--- src/rtl/fixed_point_seq_unit_pkg.sv ---
// Shared definitions for the sequential fixed-point unit.
// Holds the opcode encodings used by the issuing pipeline and
// the controller state encoding, plus a small state helper.
package fixed_point_seq_unit_pkg;

  localparam int OP_W = 2;

  localparam logic [OP_W-1:0] FPU_ADD  = 2'd0;
  localparam logic [OP_W-1:0] FPU_SUB  = 2'd1;
  localparam logic [OP_W-1:0] FPU_MUL  = 2'd2;
  localparam logic [OP_W-1:0] FPU_SQRT = 2'd3;

  typedef enum logic [2:0] {
    ST_IDLE     = 3'd0,
    ST_ADDSUB   = 3'd1,
    ST_MUL      = 3'd2,
    ST_MUL_FIN  = 3'd3,
    ST_SQRT     = 3'd4,
    ST_SQRT_FIN = 3'd5
  } fpu_state_e;

  // Final states present a fresh result and pulse done.
  function automatic logic is_final(fpu_state_e s);
    return (s == ST_ADDSUB) || (s == ST_MUL_FIN) || (s == ST_SQRT_FIN);
  endfunction

endpackage

--- src/rtl/fixed_point_seq_unit_if.sv ---
// Request/response bundle of the sequential fixed-point unit.
//   start, operation, operand_1, operand_2 : request (issuer -> unit)
//   busy, done, result, overflow, invalid  : status/response (unit -> issuer)
// master = issuing pipeline, slave = the unit.
interface fixed_point_seq_unit_if
  import fixed_point_seq_unit_pkg::*;
#(
  parameter int WIDTH = 32
);
  logic                    start;
  logic [OP_W-1:0]         operation;
  logic signed [WIDTH-1:0] operand_1;
  logic signed [WIDTH-1:0] operand_2;
  logic                    busy;
  logic                    done;
  logic signed [WIDTH-1:0] result;
  logic                    overflow;
  logic                    invalid;

  modport master (
    output start, operation, operand_1, operand_2,
    input  busy, done, result, overflow, invalid
  );

  modport slave (
    input  start, operation, operand_1, operand_2,
    output busy, done, result, overflow, invalid
  );
endinterface

--- src/rtl/fixed_point_seq_unit_slice_mult.sv ---
// Shared partial-product multiplier: unsigned SLICE x SLICE,
// purely combinational, full 2*SLICE-bit product.
//   a, b : unsigned slices
//   p    : unsigned product
module fpu_slice_multiplier
  import fixed_point_seq_unit_pkg::*;
#(
  parameter int SLICE = 16
) (
  input  logic [SLICE-1:0]   a,
  input  logic [SLICE-1:0]   b,
  output logic [2*SLICE-1:0] p
);

  assign p = (2*SLICE)'(a) * (2*SLICE)'(b);

endmodule

--- src/rtl/fixed_point_seq_unit.sv ---
// Sequential fixed-point unit for the execute stage.
// Signed Q(WIDTH-FBITS).FBITS operands; add/sub/mul saturate, sqrt is
// restoring digit-by-digit. Multiply reuses one SLICE x SLICE multiplier.
// WIDTH must be a multiple of SLICE and WIDTH+FBITS must be even.
// Ports:
//   clk   : rising-edge clock
//   reset : asynchronous active-high, clears all state
//   bus   : slave side of fixed_point_seq_unit_if
//           (start/operation/operands in; busy/done/result/flags out)
// done is high in the final state; result and flags are presented
// combinationally in that cycle and held in registers afterwards.
module fixed_point_seq_unit
  import fixed_point_seq_unit_pkg::*;
#(
  parameter int WIDTH = 32,
  parameter int FBITS = 10,
  parameter int SLICE = 16
) (
  input logic                  clk,
  input logic                  reset,
  fixed_point_seq_unit_if.slave bus
);

  localparam int NS   = WIDTH / SLICE;
  localparam int IW   = (NS > 1) ? $clog2(NS) : 1;
  localparam int AW   = 2 * WIDTH;
  localparam int SHW  = $clog2(AW);
  localparam int RW   = WIDTH + FBITS;
  localparam int K    = RW / 2;
  localparam int REMW = K + 2;
  localparam int KCW  = (K > 1) ? $clog2(K) : 1;

  localparam logic [IW-1:0]    IDX_LAST = IW'(NS - 1);
  localparam logic [KCW-1:0]   K_LAST   = KCW'(K - 1);
  localparam logic [WIDTH-1:0] SMAX     = {1'b0, {(WIDTH-1){1'b1}}};
  localparam logic [WIDTH-1:0] SMIN     = {1'b1, {(WIDTH-1){1'b0}}};

  fpu_state_e state, next_state;

  logic [OP_W-1:0]         op_q;
  logic signed [WIDTH-1:0] a_q, b_q;
  // Unsigned magnitudes: |most negative| = 2^(WIDTH-1) still fits unsigned.
  logic [WIDTH-1:0]        mag_a, mag_b;
  logic                    neg_q;
  logic                    sq_neg_q;

  logic [IW-1:0]           idx_i, idx_j;
  logic                    issued;
  logic [SLICE-1:0]        slice_a, slice_b;
  logic [2*SLICE-1:0]      pp;
  logic [2*SLICE-1:0]      pp_p1;
  logic [SHW-1:0]          shift_p1;
  logic                    vld_p1;
  logic [AW-1:0]           acc;

  logic [RW-1:0]           rad;
  logic [REMW-1:0]         rem;
  logic [K-1:0]            root;
  logic [KCW-1:0]          sq_cnt;
  logic [REMW-1:0]         rem_shift, trial;

  logic signed [WIDTH:0]   sum_ext;
  logic [WIDTH:0]          sat_word;
  logic signed [WIDTH-1:0] res_now, result_q;
  logic                    ovf_now, inv_now, ovf_q, inv_q;
  logic                    accept;

  // Returns {overflow, value}; a disagreement between the two top bits
  // of the WIDTH+1 sum means the true value lies outside the range.
  function automatic logic [WIDTH:0] sat_addsub(logic signed [WIDTH:0] s);
    if (s[WIDTH] != s[WIDTH-1])
      return s[WIDTH] ? {1'b1, SMIN} : {1'b1, SMAX};
    return {1'b0, s[WIDTH-1:0]};
  endfunction

  // Magnitude already truncated toward zero; zero never becomes negative.
  function automatic logic [WIDTH:0] sat_mul(logic [AW-1:0] mag, logic neg);
    if (mag == '0)
      return '0;
    if (!neg) begin
      if (mag > AW'(SMAX)) return {1'b1, SMAX};
      return {1'b0, mag[WIDTH-1:0]};
    end
    if (mag > AW'(SMIN)) return {1'b1, SMIN};
    return {1'b0, WIDTH'(-mag[WIDTH-1:0])};
  endfunction

  function automatic logic [WIDTH-1:0] abs_of(logic signed [WIDTH-1:0] v);
    return v[WIDTH-1] ? -v : v;
  endfunction

  assign accept = (state == ST_IDLE) && bus.start;

  assign slice_a = mag_a[idx_i*SLICE +: SLICE];
  assign slice_b = mag_b[idx_j*SLICE +: SLICE];

  fpu_slice_multiplier #(.SLICE(SLICE)) u_slice_mult (
    .a (slice_a),
    .b (slice_b),
    .p (pp)
  );

  assign sum_ext = (op_q == FPU_SUB) ? ({a_q[WIDTH-1], a_q} - {b_q[WIDTH-1], b_q})
                                     : ({a_q[WIDTH-1], a_q} + {b_q[WIDTH-1], b_q});

  // Remainder can never exceed REMW bits, so its dropped top bits are zero.
  assign rem_shift = {rem[REMW-3:0], rad[RW-1 -: 2]};
  assign trial     = {root, 2'b01};

  always_ff @(posedge clk or posedge reset) begin
    if (reset) state <= ST_IDLE;
    else       state <= next_state;
  end

  always_comb begin
    next_state = state;
    case (state)
      ST_IDLE: begin
        if (bus.start) begin
          if (bus.operation == FPU_MUL)       next_state = ST_MUL;
          else if (bus.operation == FPU_SQRT) next_state = ST_SQRT;
          else                                next_state = ST_ADDSUB;
        end
      end
      ST_ADDSUB:   next_state = ST_IDLE;
      // One extra MUL cycle drains the last registered partial product.
      ST_MUL:      if (issued) next_state = ST_MUL_FIN;
      ST_MUL_FIN:  next_state = ST_IDLE;
      ST_SQRT:     if (sq_neg_q || (sq_cnt == K_LAST)) next_state = ST_SQRT_FIN;
      ST_SQRT_FIN: next_state = ST_IDLE;
      default:     next_state = ST_IDLE;
    endcase
  end

  always_comb begin
    sat_word = '0;
    res_now  = '0;
    ovf_now  = 1'b0;
    inv_now  = 1'b0;
    case (state)
      ST_ADDSUB: begin
        sat_word = sat_addsub(sum_ext);
        ovf_now  = sat_word[WIDTH];
        res_now  = sat_word[WIDTH-1:0];
      end
      ST_MUL_FIN: begin
        sat_word = sat_mul(acc >> FBITS, neg_q);
        ovf_now  = sat_word[WIDTH];
        res_now  = sat_word[WIDTH-1:0];
      end
      ST_SQRT_FIN: begin
        res_now = sq_neg_q ? '0 : WIDTH'(root);
        inv_now = sq_neg_q;
      end
      default: ;
    endcase
  end

  always_ff @(posedge clk or posedge reset) begin
    if (reset) begin
      op_q     <= '0;
      a_q      <= '0;
      b_q      <= '0;
      mag_a    <= '0;
      mag_b    <= '0;
      neg_q    <= 1'b0;
      sq_neg_q <= 1'b0;
      idx_i    <= '0;
      idx_j    <= '0;
      issued   <= 1'b0;
      pp_p1    <= '0;
      shift_p1 <= '0;
      vld_p1   <= 1'b0;
      acc      <= '0;
      rad      <= '0;
      rem      <= '0;
      root     <= '0;
      sq_cnt   <= '0;
      result_q <= '0;
      ovf_q    <= 1'b0;
      inv_q    <= 1'b0;
    end else begin
      case (state)
        ST_IDLE: begin
          if (accept) begin
            op_q     <= bus.operation;
            a_q      <= bus.operand_1;
            b_q      <= bus.operand_2;
            mag_a    <= abs_of(bus.operand_1);
            mag_b    <= abs_of(bus.operand_2);
            neg_q    <= bus.operand_1[WIDTH-1] ^ bus.operand_2[WIDTH-1];
            sq_neg_q <= bus.operand_1[WIDTH-1];
            rad      <= {bus.operand_1, {FBITS{1'b0}}};
            rem      <= '0;
            root     <= '0;
            sq_cnt   <= '0;
            acc      <= '0;
            idx_i    <= '0;
            idx_j    <= '0;
            issued   <= 1'b0;
            vld_p1   <= 1'b0;
          end
        end
        ST_MUL: begin
          // Stage p1: registered partial product and its weight.
          if (!issued) begin
            pp_p1    <= pp;
            shift_p1 <= SHW'(SLICE) * (SHW'(idx_i) + SHW'(idx_j));
            vld_p1   <= 1'b1;
            if (idx_i == IDX_LAST) begin
              idx_i <= '0;
              if (idx_j == IDX_LAST) issued <= 1'b1;
              else                   idx_j  <= idx_j + 1'b1;
            end else begin
              idx_i <= idx_i + 1'b1;
            end
          end else begin
            vld_p1 <= 1'b0;
          end
          // Stage p2: weighted accumulation.
          if (vld_p1)
            acc <= acc + (AW'(pp_p1) << shift_p1);
        end
        ST_SQRT: begin
          if (!sq_neg_q) begin
            rad    <= rad << 2;
            sq_cnt <= sq_cnt + 1'b1;
            if (rem_shift >= trial) begin
              rem  <= rem_shift - trial;
              root <= {root[K-2:0], 1'b1};
            end else begin
              rem  <= rem_shift;
              root <= {root[K-2:0], 1'b0};
            end
          end
        end
        ST_ADDSUB, ST_MUL_FIN, ST_SQRT_FIN: begin
          result_q <= res_now;
          ovf_q    <= ovf_now;
          inv_q    <= inv_now;
        end
        default: ;
      endcase
    end
  end

  always_comb begin
    bus.busy     = (state != ST_IDLE);
    bus.done     = is_final(state);
    bus.result   = is_final(state) ? res_now : result_q;
    bus.overflow = is_final(state) ? ovf_now : ovf_q;
    bus.invalid  = is_final(state) ? inv_now : inv_q;
  end

endmodule
--- src/flat_wrapper.sv ---
// flat-port wrapper written by rule: the top's interface ports become plain ports
module fixed_point_seq_unit_flat import fixed_point_seq_unit_pkg::*;
#(
  parameter int WIDTH = 32,
  parameter int FBITS = 10,
  parameter int SLICE = 16
)
  (clk, reset, bus_start, bus_operation, bus_operand_1, bus_operand_2, bus_busy, bus_done, bus_result, bus_overflow, bus_invalid);
  fixed_point_seq_unit_if #(.WIDTH(WIDTH)) bus_i ();
  input logic clk;
  input logic reset;
  input wire logic [$bits(bus_i.start)-1:0] bus_start;
  input wire logic [$bits(bus_i.operation)-1:0] bus_operation;
  input wire logic [$bits(bus_i.operand_1)-1:0] bus_operand_1;
  input wire logic [$bits(bus_i.operand_2)-1:0] bus_operand_2;
  output wire logic [$bits(bus_i.busy)-1:0] bus_busy;
  output wire logic [$bits(bus_i.done)-1:0] bus_done;
  output wire logic [$bits(bus_i.result)-1:0] bus_result;
  output wire logic [$bits(bus_i.overflow)-1:0] bus_overflow;
  output wire logic [$bits(bus_i.invalid)-1:0] bus_invalid;
  assign bus_i.start = bus_start;
  assign bus_i.operation = bus_operation;
  assign bus_i.operand_1 = bus_operand_1;
  assign bus_i.operand_2 = bus_operand_2;
  assign bus_busy = bus_i.busy;
  assign bus_done = bus_i.done;
  assign bus_result = bus_i.result;
  assign bus_overflow = bus_i.overflow;
  assign bus_invalid = bus_i.invalid;
  fixed_point_seq_unit #(.WIDTH(WIDTH), .FBITS(FBITS), .SLICE(SLICE)) u_core (.clk(clk), .reset(reset), .bus(bus_i));
endmodule
--- config.mk ---
export PLATFORM = sky130hd
export DESIGN_NAME = fixed_point_seq_unit_flat
export DESIGN_NICKNAME = d
export VERILOG_FILES = /design/src/rtl/fixed_point_seq_unit_pkg.sv /design/src/rtl/fixed_point_seq_unit_if.sv /design/src/rtl/fixed_point_seq_unit_slice_mult.sv /design/src/rtl/fixed_point_seq_unit.sv /design/src/flat_wrapper.sv
export SDC_FILE = /design/constraint.sdc
export NUM_CORES = 2
export LEC_CHECK = 0
export CAP_MARGIN = 20
export CORE_MARGIN = 2
export CORE_UTILIZATION = 45
export CTS_CLUSTER_SIZE = 8
export DETAILED_ROUTE_END_ITERATION = 6
export GPL_ROUTABILITY_DRIVEN = 1
export PLACE_DENSITY = 0.72
export SLEW_MARGIN = 20
export SYNTH_ARGS = -nofsm -noshare
export SYNTH_HDL_FRONTEND = slang
export SYNTH_SLANG_ARGS = --single-unit
export TNS_END_PERCENT = 5
--- constraint.sdc ---
create_clock -name clk -period 14.7 [get_ports clk]
set_input_delay 2.94 -clock clk [delete_from_list [all_inputs] [get_ports clk]]
set_output_delay 2.94 -clock clk [all_outputs]
set_load 0.02 [all_outputs]
==> results.cfg <==
[drt]
via_per_inst = 5.82
antenna_left = 0
first_pass_iters = 7
wire_per_inst_um = 20.2
wirelength_um = 97100
vias = 27897
drc = 4
first_iter_violations = 2627

[sta]
fin_crit_sh_pct = 69.2
drv_slew = 0
rsz0062_at_grt = false
worstMarginPinSlew_ns = 1.20
fin_skew_ns = 0.0199
tns_ns = 0
final_hold_viol_count = 0
clock.fmax_ghz = 0.0983
maxSlewHeadroom_pct = 19.7
finalSetupViolCount = 0
period_needed_ns = 10.17

[clock_tree]
clock_sinks = 347
clk_pin_slew_ns = 0.05
ctsResizeCount = 0
clk_latency_ns = 0.62
h-tree-depth = 2
cts_tree = built
cts_buffer_depth = 3
root_buffer = clkbuf_16
hold_buffers = 0
numCtsBuffers = 50
postCtsSetupRepairBufs = 0

[synthesis]
synth_xor_area_share_pct = 6.06
synth_top_family_by_area = adder cells
async_flop_share_pct = 100
synth_adder_area_share_pct = 21.3
ys_ff_latch = 347
synth.area.mux_share_pct = 3.66
yosys.area_share.simple_pct = 18.3
synthCells = 3819
synth-warning-count = 0
syn_nets = 4313
synth.avg_cell_area_um2 = 8.35
ys.flop_type = dfrtp_1
synth_compound_area_share_pct = 17.8
syn_area_um2 = 31900
ys_seq_area_share_pct = 27.2
synth.distinct_cells = 82
synth-edff-count = 0

[floorplan]
die-area_um2 = 73000
rows = 97
die_w_um = 270
die_h_um = 270
io_pins = 105
start_util_pct = 45.5
coreArea_um2 = 70000

[grt]
grt_overflow = 0
antenna_found_initial = 1
grt_pass1_vias = 26542
grt_max_degree = 158
grt_usage_pct = 26.4
grt_pass1_wl_um = 153000

[outcome]
status = complete, but fails checks
violations = DRC

[final_layout]
diodes = 0
final_layout_size_suffix_gt1_share_pct = 4.43
fin_nets = 4342
synthToLayoutAreaGrowth_pct = 10.5

[worst_setup_path]
endpoint_kind = output port
critPathTopFamily = simple AND/OR/NAND/NOR gates
r2r_end = u_core.pp_p1[31]$_DFFE_PP0P_
worst_setup_path_start_kind = flop
critPathMaxStageDelay_ns = 0.94
crit_slowest_cell = xnor3_1
path_buf_inv = 3
crit_start = u_core.mag_b[0]$_DFFE_PP0P_
required_ns = 11.76
reg2reg_depth = 24
critPathMaxFanout = 21
r2r_start = u_core.idx_j$_DFFE_PP0P_
endpoint = bus_result[24]
worstPathArrival_ns = 7.23
path_depth = 19
critical_path_class = reg -> out
rrSetupSlack_ns = 6.17
cp_cell_sequence = inv_1, ha_1, nor3b_1, nand3b_1, or2_0, o41ai_1, xor2_1, ha_1, inv_1, nor4_1, o2111a_1, nor3_1, a21oi_1, a41o_1, xor2_1, xnor3_1, nor2_1, o211ai_1, clkdlybuf4s50_1

[placement]
finalWeightedCongestion = 0.972
port_buffers = 104
place.detailed.hpwl_um = 74800

[min_path]
min_path_type = reg -> reg

[flow_run]
cap_violations = 0
flip-flops by register name, summed over array words and instances (netlist names), 2 cells and up:
name             count
u_core.root         21
u_core.sq_cnt        5
u_core.shift_p1      2
u_core.rad          32
u_core.state         3
u_core.mag_b        32
u_core.op_q          2
u_core.a_q          30
u_core.b_q          31
u_core.rem          21
u_core.result_q     32
u_core.pp_p1        32
u_core.acc          64
u_core.mag_a        32
cell usage in the layout, fill, tap and decap left out, types with 15 or more instances in the layout:
master / synthesis / routed
a21o_1: 59 / 59
a21oi_1: 182 / 182
a222oi_1: 21 / 21
a22o_1: 25 / 25
a31oi_1: 42 / 42
and2_1: 25 / 25
and3_1: 15 / 15
buf_4: 0 / 37
clkbuf_16: 0 / 50
clkdlybuf4s50_1: 0 / 104
dfrtp_1: 347 / 346
fa_1: 196 / 196
ha_1: 229 / 229
inv_1: 306 / 305
mux2_2: 28 / 28
mux2i_1: 85 / 81
nand2_1: 709 / 709
nand2b_1: 24 / 24
nand3_1: 54 / 53
nand4_1: 22 / 22
nor2_1: 291 / 287
nor2b_1: 39 / 39
nor3_1: 52 / 50
nor4_1: 18 / 17
o211ai_1: 31 / 31
o21a_1: 20 / 20
o21ai_0: 345 / 345
o21bai_1: 21 / 21
o31ai_1: 35 / 34
or3_1: 28 / 28
or4_1: 18 / 18
xnor2_1: 77 / 77
xor2_1: 141 / 141
layout make-up:
class | count | area [um2]
Clock buffer | 57 | 1290
Sequential cell | 347 | 8680
Multi-Input combinational cell | 3001 | 21500
Clock inverter | 4 | 88.8
Timing Repair Buffer | 142 | 1340
Inverter | 306 | 1160
Tap cell | 940 | 1180
Fill cell | 6587 | 34800
cell families (layout without fill, tap and decap cells):
family,Yosys count,in the layout
AND/OR/NAND/NOR,1336,1336
flip-flops,347,347
adder cells (fa/ha/maj),425,425
XOR/XNOR,219,219
buffers and inverters,471,509
multiplexers,113,113
AO/OA/AOI/OAI,908,908
worst min-delay path by stage:
stage	from	endpoint	slack, ns	cells past startpoint
finish	u_core.rad[15]$_DFFE_PP0P_	u_core.rad[15]$_DFFE_PP0P_	0.48	2
global route	u_core.rad[38]$_DFFE_PP0P_	u_core.rad[38]$_DFFE_PP0P_	0.50	2
CTS	u_core.mag_b[25]$_DFFE_PP0P_	u_core.mag_b[25]$_DFFE_PP0P_	0.48	2
detailed placement	u_core.mag_b[25]$_DFFE_PP0P_	u_core.mag_b[25]$_DFFE_PP0P_	0.47	2
global placement	u_core.mag_b[25]$_DFFE_PP0P_	u_core.mag_b[25]$_DFFE_PP0P_	0.46	2
floorplan	u_core.mag_b[25]$_DFFE_PP0P_	u_core.mag_b[25]$_DFFE_PP0P_	0.44	2
worst reg2reg max path, stage by stage (launching register included):
cell and delay, ns:
dfrtp_1 0.69, buf_4 0.44, mux2i_4 0.70, nor2_1 0.17, fa_1 0.56, inv_1 0.06
fa_1 0.57, fa_1 0.44, fa_1 0.50, inv_1 0.06, fa_1 0.53, inv_1 0.05
fa_1 0.52, inv_1 0.04, ha_1 0.37, nand3_1 0.12, nor4_1 0.28, nor3_1 0.16
a2111oi_0 0.91, o21ai_0 0.36, o21ai_0 0.40, or4_1 0.17, a31oi_1 0.09, xnor2_1 0.13
o21ai_0 0.08
layer usage:
| metal | vias to the layer above | track usage (%) | share of wire (%) | routed length [um] |
|---|---|---|---|---|
| met3 | 186 | 4.57 | 8.0 | 7720 |
| met5 | - | 0 | 0.013 | 13 |
| met4 | 2 | 8.29 | 3.3 | 3240 |
| met2 | 1099 | 41.5 | 45 | 43300 |
| met1 | 13524 | 37.1 | 44 | 42800 |
| li1 | 13086 | - | - | - |
synth_stat cells, types with 42 or more instances:
| cell type | n | area (um2) |
|---|---|---|
| nand2_1 | 709 | 2660 |
| dfrtp_1 | 347 | 8680 |
| o21ai_0 | 345 | 1730 |
| inv_1 | 306 | 1150 |
| nor2_1 | 291 | 1090 |
| ha_1 | 229 | 2870 |
| fa_1 | 196 | 3920 |
| a21oi_1 | 182 | 911 |
| xor2_1 | 141 | 1230 |
| clkbuf_1 | 138 | 518 |
| mux2i_1 | 85 | 851 |
| xnor2_1 | 77 | 674 |
| a21o_1 | 59 | 443 |
| nand3_1 | 54 | 270 |
| nor3_1 | 52 | 260 |
| a31oi_1 | 42 | 263 |
through the flow:
stage | hold WS [ns] | instance area [um2] | util, % | worst slack [ns] | cells
floorplan | 0.444 | 31900 | - | 2.14 | 3819
global placement | 0.455 | 33800 | 48.3 | 5.28 | 4736
detailed placement | 0.466 | 33800 | 48.3 | 5.26 | 4736
CTS | 0.477 | 35200 | 50.3 | 4.56 | 4797
global route | 0.498 | 35200 | 50.3 | 4.15 | 4797
finish | 0.476 | 35200 | 50.3 | 4.53 | 4797
Power is left out: the tool's default activity adds up to more than one toggle a clock period on the data nets, which glitch-free logic cannot reach.
